==> config.mk <==
export PLATFORM = sky130hd
export DESIGN_NAME = off_delay_gen
export DESIGN_NICKNAME = d
export VERILOG_FILES = /design/src/rtl/off_delay_gen.sv
export SDC_FILE = /design/constraint.sdc
export NUM_CORES = 1
export LEC_CHECK = 0
export CORE_AREA = 2 2 39 41
export DETAILED_ROUTE_END_ITERATION = 7
export DIE_AREA = 0 0 41 43
export GPL_TIMING_DRIVEN = 0
export SYNTH_ARGS = -nofsm -noshare
export SYNTH_HDL_FRONTEND = slang
export SYNTH_SLANG_ARGS = --single-unit
==> constraint.sdc <==
create_clock -name clk_i -period 1.8 [get_ports clk_i]
set_input_delay 0.36 -clock clk_i [delete_from_list [all_inputs] [get_ports clk_i]]
set_output_delay 0.36 -clock clk_i [all_outputs]
set_load 0.05 [all_outputs]
==> src/rtl/off_delay_gen.sv <==
// Turn-off delay generator: keeps enable_o high for a tick-counted drain window
// after enable_i falls, then enforces a minimum tick-counted off time.
`timescale 1ns/1ps
module off_delay_gen #(
  parameter int OFF_DELAY_CYCLES = 10,
  parameter int MIN_OFF_CYCLES   = 2,
  parameter int CNT_W =
    ($clog2(((OFF_DELAY_CYCLES > MIN_OFF_CYCLES) ? OFF_DELAY_CYCLES : MIN_OFF_CYCLES) + 1) > 0)
      ? $clog2(((OFF_DELAY_CYCLES > MIN_OFF_CYCLES) ? OFF_DELAY_CYCLES : MIN_OFF_CYCLES) + 1)
      : 1
) (
  input  logic             clk_i,
  input  logic             arst_ni,
  input  logic             tick_i,
  input  logic             enable_i,
  output logic             enable_o,
  output logic             busy_o,
  output logic [CNT_W-1:0] count_o
);

  typedef enum logic [1:0] {S_OFF, S_ON, S_DRAIN, S_HOLD} state_t;

  localparam logic [CNT_W-1:0] DRAIN_LAST =
    CNT_W'((OFF_DELAY_CYCLES > 0) ? OFF_DELAY_CYCLES - 1 : 0);
  localparam logic [CNT_W-1:0] HOLD_LAST =
    CNT_W'((MIN_OFF_CYCLES > 0) ? MIN_OFF_CYCLES - 1 : 0);
  localparam logic [CNT_W-1:0] CNT_MAX = '1;

  state_t state;

  function automatic logic [CNT_W-1:0] sat_inc(input logic [CNT_W-1:0] v);
    return (v == CNT_MAX) ? v : v + CNT_W'(1);
  endfunction

  // Outputs are assigned alongside each transition so they always match the new state.
  always_ff @(posedge clk_i or negedge arst_ni) begin
    if (!arst_ni) begin
      state    <= S_OFF;
      enable_o <= 1'b0;
      busy_o   <= 1'b0;
      count_o  <= '0;
    end else begin
      case (state)
        S_OFF: begin
          if (enable_i) begin
            state    <= S_ON;
            enable_o <= 1'b1;
          end
        end
        S_ON: begin
          if (!enable_i) begin
            count_o <= '0;
            if (OFF_DELAY_CYCLES > 0) begin
              state  <= S_DRAIN;
              busy_o <= 1'b1;
            end else if (MIN_OFF_CYCLES > 0) begin
              state    <= S_HOLD;
              enable_o <= 1'b0;
              busy_o   <= 1'b1;
            end else begin
              state    <= S_OFF;
              enable_o <= 1'b0;
            end
          end
        end
        S_DRAIN: begin
          // A re-request beats a coincident final tick, so enable_o never dips.
          if (enable_i) begin
            state   <= S_ON;
            busy_o  <= 1'b0;
            count_o <= '0;
          end else if (tick_i) begin
            if (count_o == DRAIN_LAST) begin
              enable_o <= 1'b0;
              count_o  <= '0;
              if (MIN_OFF_CYCLES > 0) begin
                state <= S_HOLD;
              end else begin
                state  <= S_OFF;
                busy_o <= 1'b0;
              end
            end else begin
              count_o <= sat_inc(count_o);
            end
          end
        end
        S_HOLD: begin
          if (tick_i) begin
            if (count_o == HOLD_LAST) begin
              state   <= S_OFF;
              busy_o  <= 1'b0;
              count_o <= '0;
            end else begin
              count_o <= sat_inc(count_o);
            end
          end
        end
        default: begin
          state    <= S_OFF;
          enable_o <= 1'b0;
          busy_o   <= 1'b0;
          count_o  <= '0;
        end
      endcase
    end
  end

endmodule

==> results of run 1 <==
[routing by layer]
layer	GRT usage [%]	vias up	wire length (µm)
li1	-	227	-
met1	20.59	233	511
met2	21.56	15	520
met3	3.141	3	68
met4	12.00	0	32
met5	0	-	0
[kinds of logic (layout without fill, tap and decap cells)]
group	after synthesis	count (layout)	share of synthesized area, %
AO/OA/AOI/OAI	19	19	21.90
adder cells (fa/ha/maj)	2	2	4.865
buffers and inverters	3	18	4.867
flip-flops	8	8	38.93
multiplexers	1	1	1.947
AND/OR/NAND/NOR	20	20	27.49
[power by group through the flow]
stage | combinational [W] | clock [W] | sequential, W
floorplan | 0.000329 | 0 | 0.000473
global placement | 0.000621 | 0 | 0.000345
detailed placement | 0.000625 | 0 | 0.000348
CTS | 0.000598 | 0.000164 | 0.000344
global route | 0.000727 | 0.000177 | 0.000342
finish | 0.000662 | 0.000156 | 0.000331
[final timing paths]
| check | start | end | slack (ns) |
|---|---|---|---|
| min in group clk_i | count_o[0] | count_o[0] | 0.50 |
| setup reg to reg | count_o[0] | count_o[1] | 0.13 |
| setup / recovery | enable_i | count_o[3] | 0.12 |
| hold / removal | arst_ni | busy_o | 0.37 |
| max in group asynchronous | arst_ni | count_o[1] | 1.13 |
| hold reg to reg | count_o[0] | count_o[0] | 0.50 |
[state kept, by name, summed over array words and instances, names as in the netlist]
| name | flops |
|---|---|
| count_o | 4 |
| enable_o | 1 |
| state | 2 |
| busy_o | 1 |
[placed cells by master, fill, tap and decap left out, drive strengths merged, types with 2 or more instances in the layout]
master         instances
clkbuf                 4
dlygate4sd2            6
clkdlybuf4s50          3
buf                    2
nand2                  3
nor2b                  2
o21ai                  6
inv                    2
nor2                   3
nand3                  4
a21oi                  7
ha                     2
and4bb                 2
nand2b                 2
dfrtp                  8
[per-stage QoR]
| step | hold slack, ns | cells | worst slack (ns) |
|---|---|---|---|
| global placement | 0.5281 | 78 | -0.1074 |
| CTS | 0.3894 | 82 | 0.1132 |
| finish | 0.3746 | 84 | 0.1191 |
| detailed placement | 0.5382 | 78 | -0.07699 |
| global route | 0.4116 | 84 | 0.02962 |
| floorplan | 0.06441 | 53 | 0.06339 |
[repair_timing]
| action | 4_1_cts | 5_1_grt |
|---|---|---|
| hold buffers | 0 | 0 |
| setup endpoints to repair | 6 | 1 |
| gates resized for setup | 6 | 3 |
| setup buffers | 0 | 2 |
| pin swaps | 0 | 2 |
[cell type report]
type	instances	area (µm²)
Multi-Input combinational cell	42	300.3
Fill cell	145	711.9
Inverter	3	25.02
Sequential cell	8	202.7
Timing Repair Buffer	11	97.59
Clock buffer	4	26.28
Tap cell	16	20.02
==> results.py, run 1 <==
metrics = {
    "synthesis": {
        "synth_cells": 53,
        "avgSynthCellArea_um2": 9.703,
        "yosysWarnings": 0,
        "seq_area_frac_synth_pct": 38.93,
        "ys_ff_latch": 8,
        "synth_top_cell_by_area": "dfrtp_1",
        "yosysMostFrequentCell": "dfrtp_1",
        "synth_edf_count": 0,
        "synth_common_cells": "dfrtp_1, a21oi_1, nand3_1, o21ai_1",
        "synth_fp_nets": 59,
        "async_flop_share_pct": 100.0,
        "synth_top_flop_cell": "dfrtp_1",
        "yosysUniqueCellTypes": 25,
        "synthTopCellsByArea": "dfrtp_1, a21oi_1, ha_1, nor4_4, nand3_1",
        "synth_top_area_share_pct": 38.93,
        "syn_area_um2": 514.2,
    },
    "power": {
        "leakagePower_nw": 0.2882,
        "power_frac_seq_pct": 28.8,
        "clockPowerShare_pct": 13.6,
        "power.total_w": 0.001149,
        "pwr-share-comb_pct": 57.6,
        "power_switching_w": 0.0005446,
        "ir_drop_v": 0.0008660,
        "switching_share_pct": 47.39,
        "pwr_density_cell_nw_per_um2": 1710,
        "internal-power_w": 0.0006046,
    },
    "clock_network": {
        "htreeDepth": 1,
        "cts_tree": "yes",
        "cts_buffers": 3,
        "clock-sinks": 8,
        "cts-root-buf": "clkbuf_4",
        "clk_path_buf_depth": 2,
        "clk_pin_slew_ns": 0.06,
        "clock_latency_ns": 0.27,
    },
    "sta": {
        "finalHoldViolCount": 0,
        "setup_viol_count_final": 0,
        "min_period_over_period_pct": 93.38,
        "slew_headroom_pct": 67.66,
        "fmax_mhz": 594.9,
        "rsz0062_at_grt": "false",
        "finalMaxSlewViolations": 0,
        "fin_skew_ns": 0.008521,
        "finalSetupTns_ns": 0,
        "worst_pin_slew_ns": 0.4870,
        "timing.final.crit_period_ns": 1.681,
    },
    "route": {
        "drc_errors": 0,
        "wl_per_cell_um": 13.49,
        "first_iter_violations": 3,
        "totalWireLength_mm": 1.133,
        "ant_nets": 0,
        "num_vias": 478,
        "dr.pass1.iters": 4,
        "viasPerCell": 5.690,
    },
    "die": {
        "die_area_um2": 1763,
        "core_um2": 1384,
        "start_util_pct": 37.16,
        "row_count": 14,
        "die_height_um": 43,
        "die_w_um": 41,
        "io_pins": 10,
    },
    "setup_path": {
        "cp-start-kind": "primary input",
        "path_cells": "clkdlybuf4s50_1 -> and2b_1 -> a2bb2oi_1 -> a41oi_1 -> a21oi_1",
        "slowest_delay_ns": 0.50,
        "crit_buf_inv": 1,
        "reg2reg_depth": 5,
        "crit_family": "compound AO/OA/AOI/OAI gates",
        "crit_cells": 5,
        "crit_fanout": 6,
        "arrival_ns": 1.86,
        "cp_slowest_cell": "clkdlybuf4s50_1",
        "cp_data_required_time_ns": 1.98,
        "critPathKind": "in2reg",
        "cp-end-kind": "flop",
    },
    "layout": {
        "num-nets-final": 75,
        "syn_to_final_growth_pct": 30.66,
        "diodes": 0,
        "final_area_um2": 671.9,
        "utilization_pct": 48.55,
        "layout-drive-gt1-share_pct": 19.12,
    },
    "run": {
        "maxCapViolCount": 0,
    },
    "grt": {
        "grt_pass1_vias": 408,
        "grt_usage_pct": 15.74,
        "grt_max_degree": 11,
        "antenna_found_initial": 0,
        "grt_pass1_wl_mm": 1.807,
        "globalRouteOverflowTotal": 0,
    },
    "min_path": {
        "hold_class": "in2async",
    },
    "placement": {
        "gp_congestion": 0.6918,
        "placed_area_um2": 625.6,
        "port_buffers": 9,
        "place.detailed.hpwl_um": 758.8,
    },
    "outcome": {
        "outcome": "finished, final reports clean",
    },
}
Power figures use the tool's default switching activity.
==> inputs of run 2 (changes only) <==
Settings changed: HOLD_SLACK_MARGIN from default to 0.02, PLACE_DENSITY from default to 0.63.
==> run 2 against run 1 <==
Compared with the run above:
- first-iteration DRC count increased to 3.7 times the previous value
- die area unchanged
- non-clock buffer count decreased by 2
- clock skew increased by 0.0028 ns
- sequential power increased by 3%
- power decreased by 5.0%
- register-to-register slack about the same
- highest routed layer is now met3
==> results.py, run 2 (synthesized netlist as in run 1, its figures left out) <==
metrics = {
    "route": {
        "wl_per_cell_um": 13.50,
        "viasPerCell": 5.610,
        "num_vias": 460,
        "totalWireLength_mm": 1.107,
        "dr.pass1.iters": 4,
        "drc_errors": 0,
        "ant_nets": 0,
        "first_iter_violations": 11,
    },
    "sta": {
        "slew_headroom_pct": 67.61,
        "finalMaxSlewViolations": 0,
        "rsz0062_at_grt": "false",
        "worst_pin_slew_ns": 0.4877,
        "timing.final.crit_period_ns": 1.675,
        "fin_skew_ns": 0.01132,
        "fmax_mhz": 596.9,
        "finalSetupTns_ns": 0,
        "setup_ws_ns": 0.1246,
        "setup_viol_count_final": 0,
        "min_period_over_period_pct": 93.08,
        "finalHoldViolCount": 0,
    },
    "layout": {
        "diodes": 0,
        "final_cells": 82,
        "largest_register_ffs": 4,
        "multiInputGateArea_um2": 289.0,
        "largestRegisters": "count_o x4, state x2",
        "layout_common_cells": "a21oi_1, dfrtp_1, dlygate4sd2_1",
        "seqCellArea_um2": 201.4,
        "syn_to_final_growth_pct": 25.30,
        "regMostFlops": "count_o",
        "layout-drive-gt1-share_pct": 12.12,
        "fill_cells": 150,
        "num-nets-final": 73,
    },
    "placement": {
        "post-place-ws_ns": -0.1016,
        "dp.cells": 78,
        "port_buffers": 9,
        "gp_congestion": 0.7466,
        "place.detailed.hpwl_um": 787.5,
    },
    "setup_path": {
        "cp_slowest_cell": "dlygate4sd2_1",
        "critPathKind": "reg2out",
        "cp_data_required_time_ns": 1.44,
        "slowest_delay_ns": 0.57,
        "path_cells": "dlygate4sd2_1",
        "crit_family": "buffers and inverters",
        "arrival_ns": 1.32,
        "reg2reg_slack_ns": 0.14,
        "cp-start-kind": "flop",
        "crit_fanout": 9,
        "reg2reg_depth": 5,
        "crit_buf_inv": 1,
        "r2r_start": "count_o[0]",
        "cp-end-kind": "primary output",
        "critPathLaunch": "count_o[3]",
        "r2r_end": "count_o[1]",
    },
    "clock_network": {
        "clock_latency_ns": 0.26,
        "htreeDepth": 1,
        "cts_hold_repair.buffers": 0,
        "cts_tree": "yes",
        "cts_buffers": 3,
        "clock-sinks": 8,
        "clk_pin_slew_ns": 0.06,
        "post-cts-setup-buffer-count": 0,
        "cts-root-buf": "clkbuf_4",
        "clk_path_buf_depth": 2,
    },
    "power": {
        "pwr_density_cell_nw_per_um2": 1694,
        "internal-power_w": 0.0005735,
        "ir_drop_v": 0.0007742,
        "clockPowerShare_pct": 14.0,
        "power_frac_seq_pct": 31.3,
        "pwr-share-comb_pct": 54.7,
        "leakagePower_nw": 0.2768,
        "power_switching_w": 0.0005179,
        "switching_share_pct": 47.45,
    },
    "grt": {
        "grt_max_degree": 11,
        "grt_usage_pct": 15.24,
        "grt_pass1_vias": 419,
        "globalRouteOverflowTotal": 0,
        "grt_pass1_wl_mm": 1.766,
        "antenna_found_initial": 0,
    },
    "outcome": {
        "outcome": "finished, final reports clean",
    },
    "die": {
        "start_util_pct": 37.16,
        "die_height_um": 43,
        "io_pins": 10,
        "row_count": 14,
        "core_um2": 1384,
        "die_w_um": 41,
        "die_area_um2": 1763,
    },
    "run": {
        "maxCapViolCount": 0,
    },
    "min_path": {
        "hold_class": "in2async",
    },
}
[run 2: cell count changes in the layout (fill, tap and decap cells not counted), sizes merged]
cell / before / now
buf: 2 / 0
[run 2: worst max path at each step]
stage	end	cells past startpoint	slack [ns]
finish	count_o[3]	1	0.12
global route	count_o[0]	5	0.04
CTS	count_o[3]	1	0.12
detailed placement	count_o[3]	5	-0.10
global placement	count_o[3]	5	-0.11
floorplan	count_o[1]	5	0.06
[run 2: cell type report]
cell class	instances	share of cell area [%]
well taps	16	3.107
repair buffers	9	12.82
clock buffers	4	4.078
inverters	3	3.883
multi-input cells	42	44.85
flip-flops and latches	8	31.26
[run 2: through the flow]
step	cell area, µm²	power, W	util [%]	hold slack, ns
floorplan	515.5	0.0008016	-	0.06441
global placement	625.6	0.0009642	45.21	0.5271
detailed placement	625.6	0.0009741	45.21	0.5340
CTS	644.4	0.001104	46.56	0.3890
global route	644.4	0.001186	46.56	0.4136
finish	644.4	0.001091	46.56	0.3824
[run 2: routing by layer]
| layer | part of all wire [%] | up-vias | GRT usage, % |
|---|---|---|---|
| li1 | - | 221 | - |
| met1 | 51 | 227 | 20.92 |
| met2 | 44 | 12 | 20.63 |
| met3 | 5.1 | 0 | 3.141 |
| met4 | 0 | 0 | 10.00 |
| met5 | 0 | - | 0 |
[run 2: power by group through the flow]
| stage | registers [W] | clock network (W) | logic (W) |
|---|---|---|---|
| after global placement | 0.000345 | 0 | 0.000619 |
| final | 0.000342 | 0.000153 | 0.000597 |
| after CTS | 0.000342 | 0.000162 | 0.000599 |
| after floorplan | 0.000473 | 0 | 0.000329 |
| after detailed placement | 0.000348 | 0 | 0.000626 |
| after global routing | 0.000353 | 0.000178 | 0.000655 |
[run 2: repair_timing]
action	4_1_cts	5_1_grt
resized for setup	6	0
hold endpoints to repair	0	0
setup endpoints to repair	6	0
